### config.mk
export PLATFORM = sky130hd
export DESIGN_NAME = load_store_unit_flat
export DESIGN_NICKNAME = d
export VERILOG_FILES = /design/src/rtl/lsu_pkg.sv /design/src/rtl/load_store_unit_if.sv /design/src/rtl/lsu_align.sv /design/src/rtl/load_store_unit.sv /design/src/flat_wrapper.sv
export SDC_FILE = /design/constraint.sdc
export NUM_CORES = 1
export LEC_CHECK = 0
export BUFFER_PORTS_ARGS = -buffer_cell sky130_fd_sc_hd__buf_2
export CAP_MARGIN = 20
export CORE_ASPECT_RATIO = 1.5
export CORE_UTILIZATION = 35
export CTS_CLUSTER_DIAMETER = 80
export DETAILED_ROUTE_END_ITERATION = 7
export PLACE_DENSITY = 0.62
export SYNTH_ARGS = -nofsm -noshare
export SYNTH_HDL_FRONTEND = slang
export SYNTH_SLANG_ARGS = --single-unit
### constraint.sdc
create_clock -name clk -period 5.56 [get_ports clk]
set_input_delay 0.278 -clock clk [delete_from_list [all_inputs] [get_ports clk]]
set_output_delay 0.278 -clock clk [all_outputs]
set_load 0.02 [all_outputs]
### src/rtl/lsu_pkg.sv
// Shared types and constants for the load/store unit.
// Holds the funct3 codes, the memory access code and the FSM state encoding.
// Also provides the request legality/alignment check used at accept time.
package lsu_pkg;

  localparam int DATA_WIDTH = 32;
  localparam int ADDR_WIDTH = 32;

  localparam logic [2:0] F3_B  = 3'b000;
  localparam logic [2:0] F3_H  = 3'b001;
  localparam logic [2:0] F3_W  = 3'b010;
  localparam logic [2:0] F3_BU = 3'b100;
  localparam logic [2:0] F3_HU = 3'b101;

  localparam logic [2:0] MEM_FUNCT_WORD = 3'b010;

  typedef enum logic [1:0] {
    ST_IDLE  = 2'd0,
    ST_READ  = 2'd1,
    ST_WRITE = 2'd2,
    ST_RESP  = 2'd3
  } lsu_state_e;

  // High when the request is an illegal funct3 for its direction or misaligned.
  function automatic logic req_error(input logic we, input logic [2:0] f3,
                                     input logic [1:0] lo);
    logic legal;
    logic misaligned;
    if (we) legal = (f3 == F3_B) || (f3 == F3_H) || (f3 == F3_W);
    else    legal = (f3 == F3_B) || (f3 == F3_H) || (f3 == F3_W) ||
                    (f3 == F3_BU) || (f3 == F3_HU);
    misaligned = (((f3 == F3_H) || (f3 == F3_HU)) && lo[0]) ||
                 ((f3 == F3_W) && (lo != 2'b00));
    return !legal || misaligned;
  endfunction

endpackage

### src/rtl/load_store_unit_if.sv
// Bundle of request, response and data-memory signals of the load/store unit.
// The slave modport is the unit itself; master is the CPU/memory side.
// No flow control beyond req_valid/req_ready; responses cannot be stalled.
interface load_store_unit_if;
  import lsu_pkg::*;

  logic                  req_valid;
  logic                  req_ready;
  logic                  req_we;
  logic [2:0]            req_funct3;
  logic [ADDR_WIDTH-1:0] req_addr;
  logic [DATA_WIDTH-1:0] req_wdata;

  logic                  resp_valid;
  logic                  resp_err;
  logic [DATA_WIDTH-1:0] resp_rdata;

  logic [ADDR_WIDTH-1:0] mem_addr;
  logic                  mem_wr_en;
  logic [DATA_WIDTH-1:0] mem_wr_data;
  logic [2:0]            mem_funct;
  logic [DATA_WIDTH-1:0] mem_rd_data;

  modport slave (
    input  req_valid, req_we, req_funct3, req_addr, req_wdata, mem_rd_data,
    output req_ready, resp_valid, resp_err, resp_rdata,
           mem_addr, mem_wr_en, mem_wr_data, mem_funct
  );

  modport master (
    output req_valid, req_we, req_funct3, req_addr, req_wdata, mem_rd_data,
    input  req_ready, resp_valid, resp_err, resp_rdata,
           mem_addr, mem_wr_en, mem_wr_data, mem_funct
  );

endinterface

### src/rtl/lsu_align.sv
// Byte/halfword lane steering: store-word merge and load extraction.
// Purely combinational, zero latency.
// No handshake; results follow the inputs.
module lsu_align
  import lsu_pkg::*;
(
  input  logic [DATA_WIDTH-1:0] word_i,
  input  logic [DATA_WIDTH-1:0] wdata_i,
  input  logic [2:0]            funct3_i,
  input  logic [1:0]            lane_i,
  output logic [DATA_WIDTH-1:0] store_word_o,
  output logic [DATA_WIDTH-1:0] load_data_o
);

  logic [7:0]  byte_v;
  logic [15:0] half_v;

  // Replace the addressed lane of the old word with the store data.
  always_comb begin
    store_word_o = word_i;
    case (funct3_i)
      F3_B:    store_word_o[8*lane_i +: 8] = wdata_i[7:0];
      F3_H:    store_word_o[16*lane_i[1] +: 16] = wdata_i[15:0];
      default: store_word_o = wdata_i;
    endcase
  end

  // Pick the addressed lane out of the read word and extend it.
  always_comb begin
    byte_v = word_i[8*lane_i +: 8];
    half_v = word_i[16*lane_i[1] +: 16];
    case (funct3_i)
      F3_B:    load_data_o = {{24{byte_v[7]}}, byte_v};
      F3_H:    load_data_o = {{16{half_v[15]}}, half_v};
      F3_BU:   load_data_o = {24'd0, byte_v};
      F3_HU:   load_data_o = {16'd0, half_v};
      default: load_data_o = word_i;
    endcase
  end

endmodule

### src/rtl/load_store_unit.sv
// Multi-cycle load/store unit issuing full-word memory accesses only.
// Latency accept->resp: error 1, load 2, SW 2, SB/SH 3 (read-modify-write).
// One request at a time; req_ready only in IDLE, responses cannot be stalled.
module load_store_unit
  import lsu_pkg::*;
(
  input  logic              clk,
  input  logic              reset,
  load_store_unit_if.slave  bus
);

  lsu_state_e            state_q, state_d;
  logic                  we_q;
  logic [2:0]            f3_q;
  logic [ADDR_WIDTH-1:0] addr_q;
  logic [DATA_WIDTH-1:0] wdata_q;
  logic [DATA_WIDTH-1:0] word_q;
  logic                  err_q;
  logic                  accept;
  logic                  req_err;
  logic [DATA_WIDTH-1:0] store_word;
  logic [DATA_WIDTH-1:0] load_data;

  assign accept  = (state_q == ST_IDLE) && bus.req_valid;
  assign req_err = req_error(bus.req_we, bus.req_funct3, bus.req_addr[1:0]);

  lsu_align u_align (
    .word_i       (word_q),
    .wdata_i      (wdata_q),
    .funct3_i     (f3_q),
    .lane_i       (addr_q[1:0]),
    .store_word_o (store_word),
    .load_data_o  (load_data)
  );

  // State register, request latches and the captured read word.
  always_ff @(posedge clk) begin
    if (reset) begin
      state_q <= ST_IDLE;
      we_q    <= 1'b0;
      f3_q    <= 3'd0;
      addr_q  <= '0;
      wdata_q <= '0;
      word_q  <= '0;
      err_q   <= 1'b0;
    end else begin
      state_q <= state_d;
      if (accept) begin
        we_q    <= bus.req_we;
        f3_q    <= bus.req_funct3;
        addr_q  <= bus.req_addr;
        wdata_q <= bus.req_wdata;
        err_q   <= req_err;
      end
      if (state_q == ST_READ) word_q <= bus.mem_rd_data;
    end
  end

  // Next state and all outputs, decoded only from registered state.
  always_comb begin
    state_d         = state_q;
    bus.req_ready   = 1'b0;
    bus.resp_valid  = 1'b0;
    bus.resp_err    = 1'b0;
    bus.resp_rdata  = '0;
    bus.mem_wr_en   = 1'b0;
    bus.mem_addr    = {addr_q[ADDR_WIDTH-1:2], 2'b00};
    bus.mem_wr_data = store_word;
    bus.mem_funct   = MEM_FUNCT_WORD;
    case (state_q)
      ST_IDLE: begin
        bus.req_ready = 1'b1;
        if (bus.req_valid) begin
          if (req_err)                                           state_d = ST_RESP;
          else if (bus.req_we && (bus.req_funct3 == F3_W))        state_d = ST_WRITE;
          else                                                   state_d = ST_READ;
        end
      end
      ST_READ:  state_d = we_q ? ST_WRITE : ST_RESP;
      ST_WRITE: begin
        bus.mem_wr_en = 1'b1;
        state_d       = ST_RESP;
      end
      ST_RESP: begin
        bus.resp_valid = 1'b1;
        bus.resp_err   = err_q;
        if (!we_q && !err_q) bus.resp_rdata = load_data;
        state_d = ST_IDLE;
      end
      default: state_d = ST_IDLE;
    endcase
  end

endmodule
### src/flat_wrapper.sv
// flat-port wrapper written by rule: the top's interface ports become plain ports
module load_store_unit_flat import lsu_pkg::*;
  (clk, reset, bus_req_valid, bus_req_we, bus_req_funct3, bus_req_addr, bus_req_wdata, bus_mem_rd_data, bus_req_ready, bus_resp_valid, bus_resp_err, bus_resp_rdata, bus_mem_addr, bus_mem_wr_en, bus_mem_wr_data, bus_mem_funct);
  load_store_unit_if bus_i ();
  input  logic clk;
  input  logic reset;
  input wire logic [$bits(bus_i.req_valid)-1:0] bus_req_valid;
  input wire logic [$bits(bus_i.req_we)-1:0] bus_req_we;
  input wire logic [$bits(bus_i.req_funct3)-1:0] bus_req_funct3;
  input wire logic [$bits(bus_i.req_addr)-1:0] bus_req_addr;
  input wire logic [$bits(bus_i.req_wdata)-1:0] bus_req_wdata;
  input wire logic [$bits(bus_i.mem_rd_data)-1:0] bus_mem_rd_data;
  output wire logic [$bits(bus_i.req_ready)-1:0] bus_req_ready;
  output wire logic [$bits(bus_i.resp_valid)-1:0] bus_resp_valid;
  output wire logic [$bits(bus_i.resp_err)-1:0] bus_resp_err;
  output wire logic [$bits(bus_i.resp_rdata)-1:0] bus_resp_rdata;
  output wire logic [$bits(bus_i.mem_addr)-1:0] bus_mem_addr;
  output wire logic [$bits(bus_i.mem_wr_en)-1:0] bus_mem_wr_en;
  output wire logic [$bits(bus_i.mem_wr_data)-1:0] bus_mem_wr_data;
  output wire logic [$bits(bus_i.mem_funct)-1:0] bus_mem_funct;
  assign bus_i.req_valid = bus_req_valid;
  assign bus_i.req_we = bus_req_we;
  assign bus_i.req_funct3 = bus_req_funct3;
  assign bus_i.req_addr = bus_req_addr;
  assign bus_i.req_wdata = bus_req_wdata;
  assign bus_i.mem_rd_data = bus_mem_rd_data;
  assign bus_req_ready = bus_i.req_ready;
  assign bus_resp_valid = bus_i.resp_valid;
  assign bus_resp_err = bus_i.resp_err;
  assign bus_resp_rdata = bus_i.resp_rdata;
  assign bus_mem_addr = bus_i.mem_addr;
  assign bus_mem_wr_en = bus_i.mem_wr_en;
  assign bus_mem_wr_data = bus_i.mem_wr_data;
  assign bus_mem_funct = bus_i.mem_funct;
  load_store_unit u_core (.clk(clk), .reset(reset), .bus(bus_i));
endmodule
==> metrics.yaml <==
yosysSeqAreaShare_pct: 36.52
fp.coreArea_mm2: 0.01570
fin_area_mm2: 0.006740
max_freq_mhz: 316.2
clk_pin_slew_worst_paths_ns: 0.07
chipWidth_um: 105.7
dp_slack_ns: 2.870
fin_nets: 932
cts-hold-fix-buffers: 0
fin_util_pct: 42.94
yosys-top-cells-area: "dfxtp_1 (37%), nand2_1 (10%), a21oi_1 (7.4%)"
crit_required_ns: 5.28
yosysTopAreaCellShare_pct: 36.52
cts_resized: 0
finalSetupViolCount: 0
drtIter0Drc: 348
ios: 206
cts_setup_buffers: 0
placementRows: 56
die_area_mm2: 0.01666
via_per_inst: 5.260
htreeDepth: 3
clockBufferDepth: 2
via_count: 5397
root_buffer: "clkbuf_16"
cp_slowest_cell: "dfxtp_1"
port_buffers: 200
hp-class: "input port to flop"
detail_route.wl_per_cell_um: 17.96
peakVddDrop_mv: 0.1767
antenna_found_initial: 1
grt-ovfl-total: 0
finalHoldViolCount: 0
crit_chain: "nor2_1 -> a32oi_1 -> o211ai_1 -> buf_2"
dpl_cell_area_mm2: 0.006439
syn_avg_cell_area_um2: 8.195
maxSlewHeadroom_pct: 28.81
async_flop_share_pct: 0
post-place-cells: 1011
synth_area_mm2: 0.005647
holdWs_ns: 0.1606
total_power_mw: 3.060
fin_cells: 1026
synth-edff-count: 0
maxSlewViolCount: 0
synth_cell_types: 54
grt_usage_pct: 21.80
crit_path_end_kind: "output pin"
outcome: "finished, final reports clean"
p_leak_nw: 2.898
cts_tree: "built"
drc: 0
ant_nets: 0
worstSetupPathType: "flop to output pin"
ys.flop_type: "dfxtp_1"
clock_latency_ns: 0.34
gp_congestion: 0.9157
hpwlAfterDp_um: 13470
max_stage_delay_ns: 1.01
die_height_um: 157.6
drive_gt1_share_pct: 31.14
drv_cap: 0
cts_buffers: 9
tns_ns: 0
drt_wl_total_um: 18420
period_share_pct: 56.89
start_kind: "flop"
critPathTopFamily: "compound AO/OA/AOI/OAI gates"
yosys_warnings: 0
power.density_mw_per_mm2: 454.0
drtPass1Iterations: 4
worstMarginPinSlew_ns: 1.068
period_needed_ns: 3.163
grt_max_degree: 105
finClkSkew_ns: 0.003677
netlist_instances: 689
start_util_pct: 35.98
cp.arrival_ns: 2.88
grt_pass1_wl_um: 27270
syn_to_final_growth_pct: 19.37
clock_sinks: 103
finalWorstSetupSlack_ns: 2.397
crit_fanout: 31
grt_pass1_vias: 4958
yosysTopAreaCell: "dfxtp_1"
cp_num_buf_inv: 1
rsz0062_at_grt: "false"
synth_seq_cells: 103
==> metal layers <==
| layer | part of all wire [%] | track usage, % | vias up |
|---|---|---|---|
| met1 | 39 | 24.58 | 2468 |
| li1 | - | - | 2634 |
| met2 | 50 | 37.94 | 257 |
| met3 | 6.9 | 5.010 | 38 |
| met5 | 0 | 0 | - |
| met4 | 4.2 | 11.71 | 0 |
==> layout by cell type (no fill, tap or decap), types with 5 or more instances in the layout <==
cell	count
a211oi_1	9
a21oi_1	84
a221o_1	17
a22o_1	16
buf_2	199
buf_4	6
clkbuf_16	9
conb_1	5
dfxtp_1	103
ha_1	8
inv_1	16
mux2_2	9
mux2i_1	41
nand2_1	152
nand3_1	9
nor2_1	46
nor2b_1	6
nor4_1	7
o211ai_1	8
o221a_2	8
o2bb2ai_1	6
o2bb2ai_2	9
o32ai_1	7
==> logic make-up after synthesis <==
kind of cell	Yosys count	share of synthesized area (%)
AOI/OAI and AO/OA	176	23.35
adders and majority gates	9	1.994
buffers and inverters	106	10.35
DFF	103	36.52
muxes	51	9.462
other	2	0.1330
and+or+nand+nor	242	18.19
==> power by group <==
| part | switching (mW) | total, mW | internal (mW) |
|---|---|---|---|
| clock | 0.267 | 0.600 | 0.332 |
| sequential | 0.201 | 1.09 | 0.892 |
| combinational | 0.850 | 1.37 | 0.517 |
==> final timing paths <==
check             slack [ns]                      startpoint  depth (start not counted)                              to
setup / recovery        2.40     u_core.f3_q[0]$_SDFFE_PP0P_                          4             bus_mem_wr_data[20]
hold / removal          0.16                bus_req_addr[12]                          3  u_core.addr_q[12]$_SDFFE_PP0P_
setup reg to reg        3.37  u_core.state_q[0]$_SDFFE_PP0P_                          6  u_core.wdata_q[0]$_SDFFE_PP0P_
hold reg to reg         0.45  u_core.addr_q[12]$_SDFFE_PP0P_                          2  u_core.addr_q[12]$_SDFFE_PP0P_
==> flip-flops by register name, summed over array words and instances, names as in the netlist <==
signal	count
u_core.f3_q	3
u_core.wdata_q	32
u_core.err_q	1
u_core.state_q	2
u_core.word_q	32
u_core.we_q	1
u_core.addr_q	32
==> final cells by class <==
type	count	area (um^2)
Antenna cell	1	2.502
Clock buffer	12	266.5
Clock inverter	1	5.005
Fill cell	1667	8955
Inverter	17	63.81
Multi-Input combinational cell	483	3018
Sequential cell	103	2062
Tap cell	203	254.0
Timing Repair Buffer	206	1069
==> synth_stat cells, types with 3 or more instances <==
cell type    n
nand3_1      9
nor2b_1      6
dfxtp_1    103
a22o_1      16
o2bb2ai_1    6
nor2_1      46
a221o_1     17
buf_2       13
nor4_1       7
o221a_2      8
clkbuf_1    30
o32ai_1      7
inv_1       16
nand2_1    153
a21oi_1     84
mux2_2       9
nor3_1       3
a211oi_1     9
ha_1         9
o211ai_1     8
buf_4       36
mux2i_1     41
o2bb2ai_2    9
buf_1        6
==> worst reg2reg max path: stages (launching register included) <==
cell     delay (ns)
dfxtp_1        0.34
inv_1          0.09
ha_1           0.29
and2_2         0.61
buf_4          0.48
nand2_1        0.17
a21oi_1        0.13
No activity file was read; power rests on OpenSTA's default activity.
